## config.mk

```make
export PLATFORM = sky130hd
export DESIGN_NAME = source_ram_loader
export DESIGN_NICKNAME = d
export VERILOG_FILES = /design/src/rtl/source_ram_loader.sv
export SDC_FILE = /design/constraint.sdc
export NUM_CORES = 1
export LEC_CHECK = 0
export CORE_AREA = 2 2 265 267
export DETAILED_ROUTE_END_ITERATION = 16
export DIE_AREA = 0 0 267 269
export HOLD_SLACK_MARGIN = 0.02
export PLACE_DENSITY_LB_ADDON = 0.15
export REMOVE_ABC_BUFFERS = 1
export SLEW_MARGIN = 20
export SYNTH_ARGS = -nofsm -noshare
export SYNTH_HDL_FRONTEND = slang
export SYNTH_SLANG_ARGS = --single-unit
export TNS_END_PERCENT = 30
```

## constraint.sdc

```tcl
create_clock -name ram_clk -period 3.18 [get_ports ram_clk]
set_input_delay 0.318 -clock ram_clk [delete_from_list [all_inputs] [get_ports ram_clk]]
set_output_delay 0.318 -clock ram_clk [all_outputs]
set_load 0.02 [all_outputs]
```

## src/rtl/source_ram_loader.sv

```systemverilog
// Write stage for the 3-bank source RAM: packet stream -> per-bank aligned writes.
// Define SOURCE_RAM_LOADER_XOR_EN to enable the load_xor written-data accumulator.
module source_ram_loader #(
    parameter int WORDS_PER_PKT = 128,
    parameter int PKTS_PER_BANK = 4,
    parameter int NUM_BANKS     = 3
) (
    input  logic                                                     ram_clk,
    input  logic                                                     rst_n,
    input  logic                                                     load_start,
    input  logic                                                     in_valid,
    output logic                                                     in_ready,
    input  logic [127:0]                                             in_data,
    input  logic                                                     in_last,
    output logic [NUM_BANKS*128-1:0]                                 ram_data,
    output logic [NUM_BANKS-1:0]                                     ram_wren,
    output logic [NUM_BANKS*$clog2(WORDS_PER_PKT*PKTS_PER_BANK)-1:0] ram_address,
    output logic                                                     load_busy,
    output logic                                                     load_done,
    output logic [$clog2(NUM_BANKS*PKTS_PER_BANK+1)-1:0]             pkt_count,
    output logic                                                     len_err,
    output logic [127:0]                                             load_xor
);
    localparam int WORD_W   = $clog2(WORDS_PER_PKT);
    localparam int SLOT_W   = $clog2(PKTS_PER_BANK);
    localparam int ADDR_W   = WORD_W + SLOT_W;
    localparam int NUM_PKTS = NUM_BANKS * PKTS_PER_BANK;
    localparam int PKT_W    = $clog2(NUM_PKTS + 1);
    // One extra bit so the word counter can sit at WORDS_PER_PKT and flag overlong packets.
    localparam int CNT_W    = WORD_W + 1;

    typedef enum logic [1:0] {
        S_IDLE,
        S_LOAD,
        S_DONE
    } state_t;

    state_t                      state_q, state_d;
    logic [CNT_W-1:0]            word_q, word_d;
    logic [PKT_W-1:0]            pkt_q, pkt_d;
    logic                        len_err_q, len_err_d;
    logic [NUM_BANKS-1:0]        wren_q, wren_d;
    logic [NUM_BANKS*ADDR_W-1:0] addr_q, addr_d;
    logic [NUM_BANKS*128-1:0]    data_q, data_d;
    logic                        accept;
    logic [PKT_W-1:0]            bank;
    logic [ADDR_W-1:0]           slot_addr;

    assign in_ready  = (state_q == S_LOAD);
    assign accept    = in_valid && in_ready;
    assign bank      = pkt_q >> SLOT_W;
    assign slot_addr = {pkt_q[SLOT_W-1:0], word_q[WORD_W-1:0]};

    always_comb begin
        state_d   = state_q;
        word_d    = word_q;
        pkt_d     = pkt_q;
        len_err_d = len_err_q;
        wren_d    = '0;
        addr_d    = '0;
        data_d    = data_q;
        case (state_q)
            S_IDLE, S_DONE: begin
                if (load_start) begin
                    state_d   = S_LOAD;
                    word_d    = '0;
                    pkt_d     = '0;
                    len_err_d = 1'b0;
                end
            end
            S_LOAD: begin
                if (accept) begin
                    if (word_q < CNT_W'(WORDS_PER_PKT)) begin
                        for (int k = 0; k < NUM_BANKS; k++) begin
                            if (bank == PKT_W'(k)) begin
                                wren_d[k] = 1'b1;
                                addr_d[k*ADDR_W +: ADDR_W] = slot_addr;
                            end
                        end
                        data_d = {NUM_BANKS{in_data}};
                        word_d = word_q + 1'b1;
                    end else begin
                        len_err_d = 1'b1;
                    end
                    // Short packets still advance to the next aligned slot.
                    if (in_last) begin
                        if (word_q != CNT_W'(WORDS_PER_PKT - 1)) begin
                            len_err_d = 1'b1;
                        end
                        word_d = '0;
                        pkt_d  = pkt_q + 1'b1;
                        if (pkt_q == PKT_W'(NUM_PKTS - 1)) begin
                            state_d = S_DONE;
                        end
                    end
                end
            end
            default: state_d = S_IDLE;
        endcase
    end

    always_ff @(posedge ram_clk) begin
        if (!rst_n) begin
            state_q   <= S_IDLE;
            word_q    <= '0;
            pkt_q     <= '0;
            len_err_q <= 1'b0;
            wren_q    <= '0;
            addr_q    <= '0;
            data_q    <= '0;
        end else begin
            state_q   <= state_d;
            word_q    <= word_d;
            pkt_q     <= pkt_d;
            len_err_q <= len_err_d;
            wren_q    <= wren_d;
            addr_q    <= addr_d;
            data_q    <= data_d;
        end
    end

`ifdef SOURCE_RAM_LOADER_XOR_EN
    logic [127:0] xor_q, xor_d;

    always_comb begin
        xor_d = xor_q;
        if ((state_q != S_LOAD) && load_start) begin
            xor_d = '0;
        end else if (|wren_d) begin
            xor_d = xor_q ^ in_data;
        end
    end

    always_ff @(posedge ram_clk) begin
        if (!rst_n) begin
            xor_q <= '0;
        end else begin
            xor_q <= xor_d;
        end
    end

    assign load_xor = xor_q;
`else
    assign load_xor = '0;
`endif

    assign ram_wren    = wren_q;
    assign ram_address = addr_q;
    assign ram_data    = data_q;
    assign load_busy   = (state_q == S_LOAD);
    assign load_done   = (state_q == S_DONE);
    assign pkt_count   = pkt_q;
    assign len_err     = len_err_q;

endmodule

```

Word-level counts from Yosys, hierarchy flattened:

Cells that the tools add are included.

* $add $sub $neg: 2
* magnitude comparators: 1
* equal/unequal tests: 11
* mux-type cells: 23
* reduce and logical (&&, ||, !) cells: 14

Operators by type and width (count)
* 2-to-1 mux 8 bit: 4
* one-hot mux 8 bit (2 select lines): 1
* AND reduction 4 bit: 4
* AND reduction 5 bit: 3
* 2-to-1 mux 4 bit: 3
* adder 8 x 1 -> 8 bit, second input constant: 1
* less-than comparator 8 bit, second input constant: 1
* 2-to-1 mux 1 bit: 8
* 2-to-1 mux 2 bit: 4
* inequality test 8 x 7 -> 1 bit, second input constant: 1
* one-hot mux 4 bit (2 select lines): 1
* inequality test 2 x 1 -> 1 bit, second input constant: 3
* AND reduction 3 bit: 2
* adder 4 x 1 -> 4 bit, second input constant: 1
* == test 2 x 1 -> 1 bit, second input constant: 2
* == test 2 bit, second input constant: 2
* == test 4 bit, second input constant: 1
* zero test 4 bit: 1
* one-hot mux 2 bit (2 select lines): 1
* inequality test 3 x 1 -> 1 bit, second input constant: 1
* zero test 2 bit: 1
* inequality test 2 bit, second input constant: 1
* one-hot mux 1 bit (2 select lines): 1
* nonzero test 2 bit: 1
* other kinds (2): 2

* register bits: 429
* input port bits: 133
* output and inout bits: 550
* word-level logic and storage cells: 60

Longest topological paths before layout:

* depth after elaboration: 6
* gate-level depth with buffers: 7
* depth with buffers taken out: 5

Least setup slack after synthesis:

Ideal clock, no wire load.

* path kind: flip-flop to flip-flop
* start point: register state_q[0]
* end point: register word_q[6]
* data arrival time: 1375 ps
* required time: 3112 ps
* path slack: 1738 ps
* cell stages (with the launch flop): 6
* path buffers: 1
* clock period less this slack: 1442 ps
* path through: dfxtp_1 > nor2b_2 > buf_6 > a21oi_4 > or4_4 > a21oi_2

* cells in the longest elaborated chain, start to end: 4
* elaborated cells between the ends (all ways): 11

Ends and longest elaborated chain
* start: declaration: line 38 `state_t state_q, state_d;`
* start signal: assignment: line 112 `state_q <= state_d;`
* == test 2 x 1 -> 1 bit *: line 49 `assign in_ready = (state_q == S_LOAD);`
* net in_ready: line 12 `output logic in_ready,`
* logical AND 1 bit: line 50 `assign accept = in_valid && in_ready;`
* inequality test 2 x 1 -> 1 bit (no source line)
* AND reduction 4 bit (no source line)
* end signal: assignment: line 113 `word_q <= word_d;`
* end: declaration: line 39 `logic [CNT_W-1:0] word_q, word_d;`

Mark *: on every way through the listed nets, which the timed path passes. The rest lies on a longest branch.
A chain may end at the register's enable or synchronous reset.

Worst setup path after layout:

* start point: register state_q[0]
* end point: output port load_busy

* cells in the longest elaborated chain, start to end: 1

Ends and longest elaborated chain
* == test 2 x 1 -> 1 bit: line 150 `assign load_busy = (state_q == S_LOAD);`
* end: declaration: line 18 `output logic load_busy,`

No other way between the ends.

==> results by group <==
Status
  • Run status: finished clean

Global route
  • Total congestion overflow after global routing: 0
  • First-pass GRT wire length: 44.7 mm
  • All-layer global routing usage: 8.61%
  • Initial antenna violation count: 1
  • Largest net degree at the start of global routing: 69
  • Vias in the first global route: 6,468

Logic synthesis
  • Mapped cell area: 8900 um2
  • Post-synthesis cell count: 1,093
  • Area share of the largest cell type after synthesis: 38.9%
  • Seq/Total Area, Yosys: 38.9%
  • Warnings, synthesis: 0
  • Largest area contributor in the netlist: sky130_fd_sc_hd__dfxtp_1
  • Ranking of synthesized cells by area: sky130_fd_sc_hd__dfxtp_1 39%, sky130_fd_sc_hd__buf_4 34%, sky130_fd_sc_hd__nand2_1 11%
  • Average cell area after synthesis: 8.14 um2
  • Distinct cell type count after synthesis: 42
  • Synthesized flop and latch total: 173

Clock tree
  • Quantity of hold-fixing buffers added after cts: 0
  • Clock tree from TritonCTS: yes
  • Post-CTS Repair Setup Buffers: 0
  • Depth of the CTS H-tree: 4
  • Clock Root Buffer: sky130_fd_sc_hd__clkbuf_16
  • Number of clock sinks seen by CTS: 173
  • Clock input transition at the sequential cells of the worst setup and hold paths: 0.08 ns
  • Total CTS buffers: 17
  • Worst-skew pair later-pin latency: 0.49 ns
  • Clock Path Buffers: 2
  • Number of instances resized during post-cts repair: 0

Pwr
  • Power density of the placed cells: 415 nW/um2
  • Final Total Pwr: 5.68 mW
  • Leakage power: 4.74 nW
  • Peak supply drop: 333 uV

Drt
  • Number of detailed-routing iterations run before antenna repair: 4
  • Total length of routed wires: 33.1 mm
  • DR WL/cell: 14.2 um
  • Antenna Violating Nets Remaining: 0
  • Overall via count from detail_route: 7,136
  • Drt first-iter violations: 254
  • DR vias/cell: 3.07
  • Post-route DRC violation count: 0

Floorplanning
  • Core ar.: 69,300 um2
  • Die width: 267 um
  • Number of placement rows: 97
  • Die Outline Area: 71,800 um2
  • Overall die height: 269 um
  • Num ports: 683
  • Effective utilization at floorplan: 12.8%

Setup path
  • Required arrival time at the worst endpoint: 2.86 ns
  • Data arrival at the endpoint of the critical path: 2.15 ns
  • Length in cells of the worst reg-to-reg path: 4
  • Kind of end point of the critical path: output pin
  • Worst-path maximum fanout: 9
  • Terminus of the critical flop-to-flop path: ram_address[18]$_SDFF_PN0_
  • Kind of critical path: reg2out
  • Startpoint types: flip-flop
  • Beginning of the worst register-to-register path: state_q[0]$_SDFFE_PN0P_
  • Worst reg2reg setup slack: 1.19 ns

Timing
  • Period utilisation layout: 77.5%
  • Count of final setup violators: 0
  • Post-route clock skew: 0.0133 ns
  • Smallest hold slack: 0.377 ns
  • Final Critical Period: 2.46 ns
  • Highest attainable clock frequency: 406 MHz
  • Final TNS setup: 0 ns
  • Relative slew margins: 63.8%
  • Actual transition at the worst max-transition pin: 0.541 ns
  • Max-slew violation total from the final report: 0
  • Hold Fails Final Rpt: 0
  • Unrepaired setup endpoints after global routing: no

Run
  • Max-cap viol count: 0

Cells and area
  • Summed area of non-filler cells in the final layout: 13,700 um2
  • Most common cell after layout, fill and taps aside: sky130_fd_sc_hd__clkdlybuf4s50_1
  • Layout Utilization: 19.8%
  • Count of antenna diodes in the layout: 0
  • Count of nets after finishing: 1,507
  • Area Growth Syn to Fin: 53.9%
  • Commonest cells after routing, fill and taps aside: 554 x sky130_fd_sc_hd__clkdlybuf4s50_1, 263 x sky130_fd_sc_hd__nand2_1, 173 x sky130_fd_sc_hd__dfxtp_1
  • Proportion of layout cells with a drive suffix above 1: 3.54%
  • Count of fill cells added during filler insertion: 7,694

Min path
  • Start point of the worst hold path: in_data[9]
  • Hold path cells: 3
  • Worst Hold Class: in2reg
  • Hold endpoint: ram_data[265]$_SDFFE_PN0P_

Placed design
  • Cell area after placement: 13,100 um2
  • Routability congestion estimate: 0.690
  • Port buffer count: 554
  • Half-perimeter wire length after detailed placement: 25.4 mm
[worst max-delay path by stage]
stage / from / end / slack, ns / depth (start not counted)
3_5_place_dp: in_valid / word_q[1]$_SDFFE_PN0P_ / 1.04 / 5
2_1_floorplan: state_q[0]$_SDFFE_PN0P_ / ram_address[25]$_SDFF_PN0_ / -0.80 / 4
3_3_place_gp: rst_n / ram_data[290]$_SDFFE_PN0P_ / 1.06 / 4
6_report: state_q[0]$_SDFFE_PN0P_ / load_busy / 0.72 / 2
4_1_cts: state_q[0]$_SDFFE_PN0P_ / load_busy / 0.66 / 2
5_1_grt: state_q[0]$_SDFFE_PN0P_ / load_busy / 0.61 / 2
[cell families after synthesis]
kind of cell / synth area share (%)
AOI/OAI and AO/OA: 9.00
xor gates and xnor gates: 0.197
adders and majority gates: 0.281
buffers and inverters: 35.4
DFF: 38.9
other: 0.0422
and+or+nand+nor: 16.2
[sequential cells by signal (all words and copies together) (netlist names)]
name	cells
word_q	8
pkt_count	4
ram_wren	3
ram_address	27
len_err	1
ram_data	128
state_q	2
[metrics by stage]
stage | setup slack [ns] | instances
2_1_floorplan | -0.800 | 791
3_5_place_dp | 1.04 | 2293
6_report | 0.717 | 2325
4_1_cts | 0.657 | 2325
5_1_grt | 0.613 | 2325
3_3_place_gp | 1.06 | 2293
[cells in the mapped netlist]
library cell	number
sky130_fd_sc_hd__buf_4	399
sky130_fd_sc_hd__nand2_1	263
sky130_fd_sc_hd__nand3_1	5
sky130_fd_sc_hd__o21ai_0	4
sky130_fd_sc_hd__nor2b_1	2
sky130_fd_sc_hd__and2b_1	1
sky130_fd_sc_hd__nor4_4	2
sky130_fd_sc_hd__a31oi_1	2
sky130_fd_sc_hd__buf_6	1
sky130_fd_sc_hd__dfxtp_1	173
sky130_fd_sc_hd__inv_1	2
sky130_fd_sc_hd__o21a_1	1
sky130_fd_sc_hd__clkbuf_1	14
sky130_fd_sc_hd__nand4_1	2
sky130_fd_sc_hd__and4b_1	1
sky130_fd_sc_hd__xnor2_1	2
sky130_fd_sc_hd__nor2b_2	1
sky130_fd_sc_hd__or3_1	4
sky130_fd_sc_hd__a21oi_1	137
sky130_fd_sc_hd__a211oi_1	1
sky130_fd_sc_hd__a21oi_2	1
sky130_fd_sc_hd__ha_1	2
sky130_fd_sc_hd__nor2_1	7
sky130_fd_sc_hd__nand3b_2	1
sky130_fd_sc_hd__o211ai_1	1
sky130_fd_sc_hd__o31ai_1	4
sky130_fd_sc_hd__nor3_1	1
sky130_fd_sc_hd__nand2b_1	3
sky130_fd_sc_hd__and3_1	2
sky130_fd_sc_hd__and4_1	1
sky130_fd_sc_hd__and2b_2	1
sky130_fd_sc_hd__nand3b_1	1
sky130_fd_sc_hd__or4_4	1
sky130_fd_sc_hd__and3b_1	1
sky130_fd_sc_hd__clkinv_1	1
sky130_fd_sc_hd__or4_1	1
sky130_fd_sc_hd__conb_1	1
sky130_fd_sc_hd__nor3b_1	1
sky130_fd_sc_hd__and2_1	28
sky130_fd_sc_hd__a21oi_4	1
sky130_fd_sc_hd__o21ai_1	1
sky130_fd_sc_hd__buf_2	15
[power by group]
group          switching [mW]  internal [mW]
Combinational           0.645          0.524
Clock                    1.05           1.13
Sequential             0.0914           2.24
Total                    1.79           3.89
[area by class of cell]
class	instances	area (um2)	share of cell area (%)
tap	940	1180	8.59
sequential	173	3460	25.3
clock inverter	13	146	1.07
inverter	3	13.8	0.101
multi-input combinational	615	2780	20.3
clock buffer	19	443	3.24
timing repair buffer	562	5670	41.4
[worst max-delay path, cell delays in order, from the launching register on]
cell and delay (ns):
sky130_fd_sc_hd__dfxtp_1 0.41, sky130_fd_sc_hd__nor2b_2 0.51, sky130_fd_sc_hd__clkdlybuf4s50_1 0.74
[per-layer routing]
metal,wire [um],global-route usage [%]
met5,8,0
met1,12700,9.34
met4,459,3.05
met3,2160,3.07
met2,17800,15.4
No activity file was read; power rests on OpenSTA's default activity.
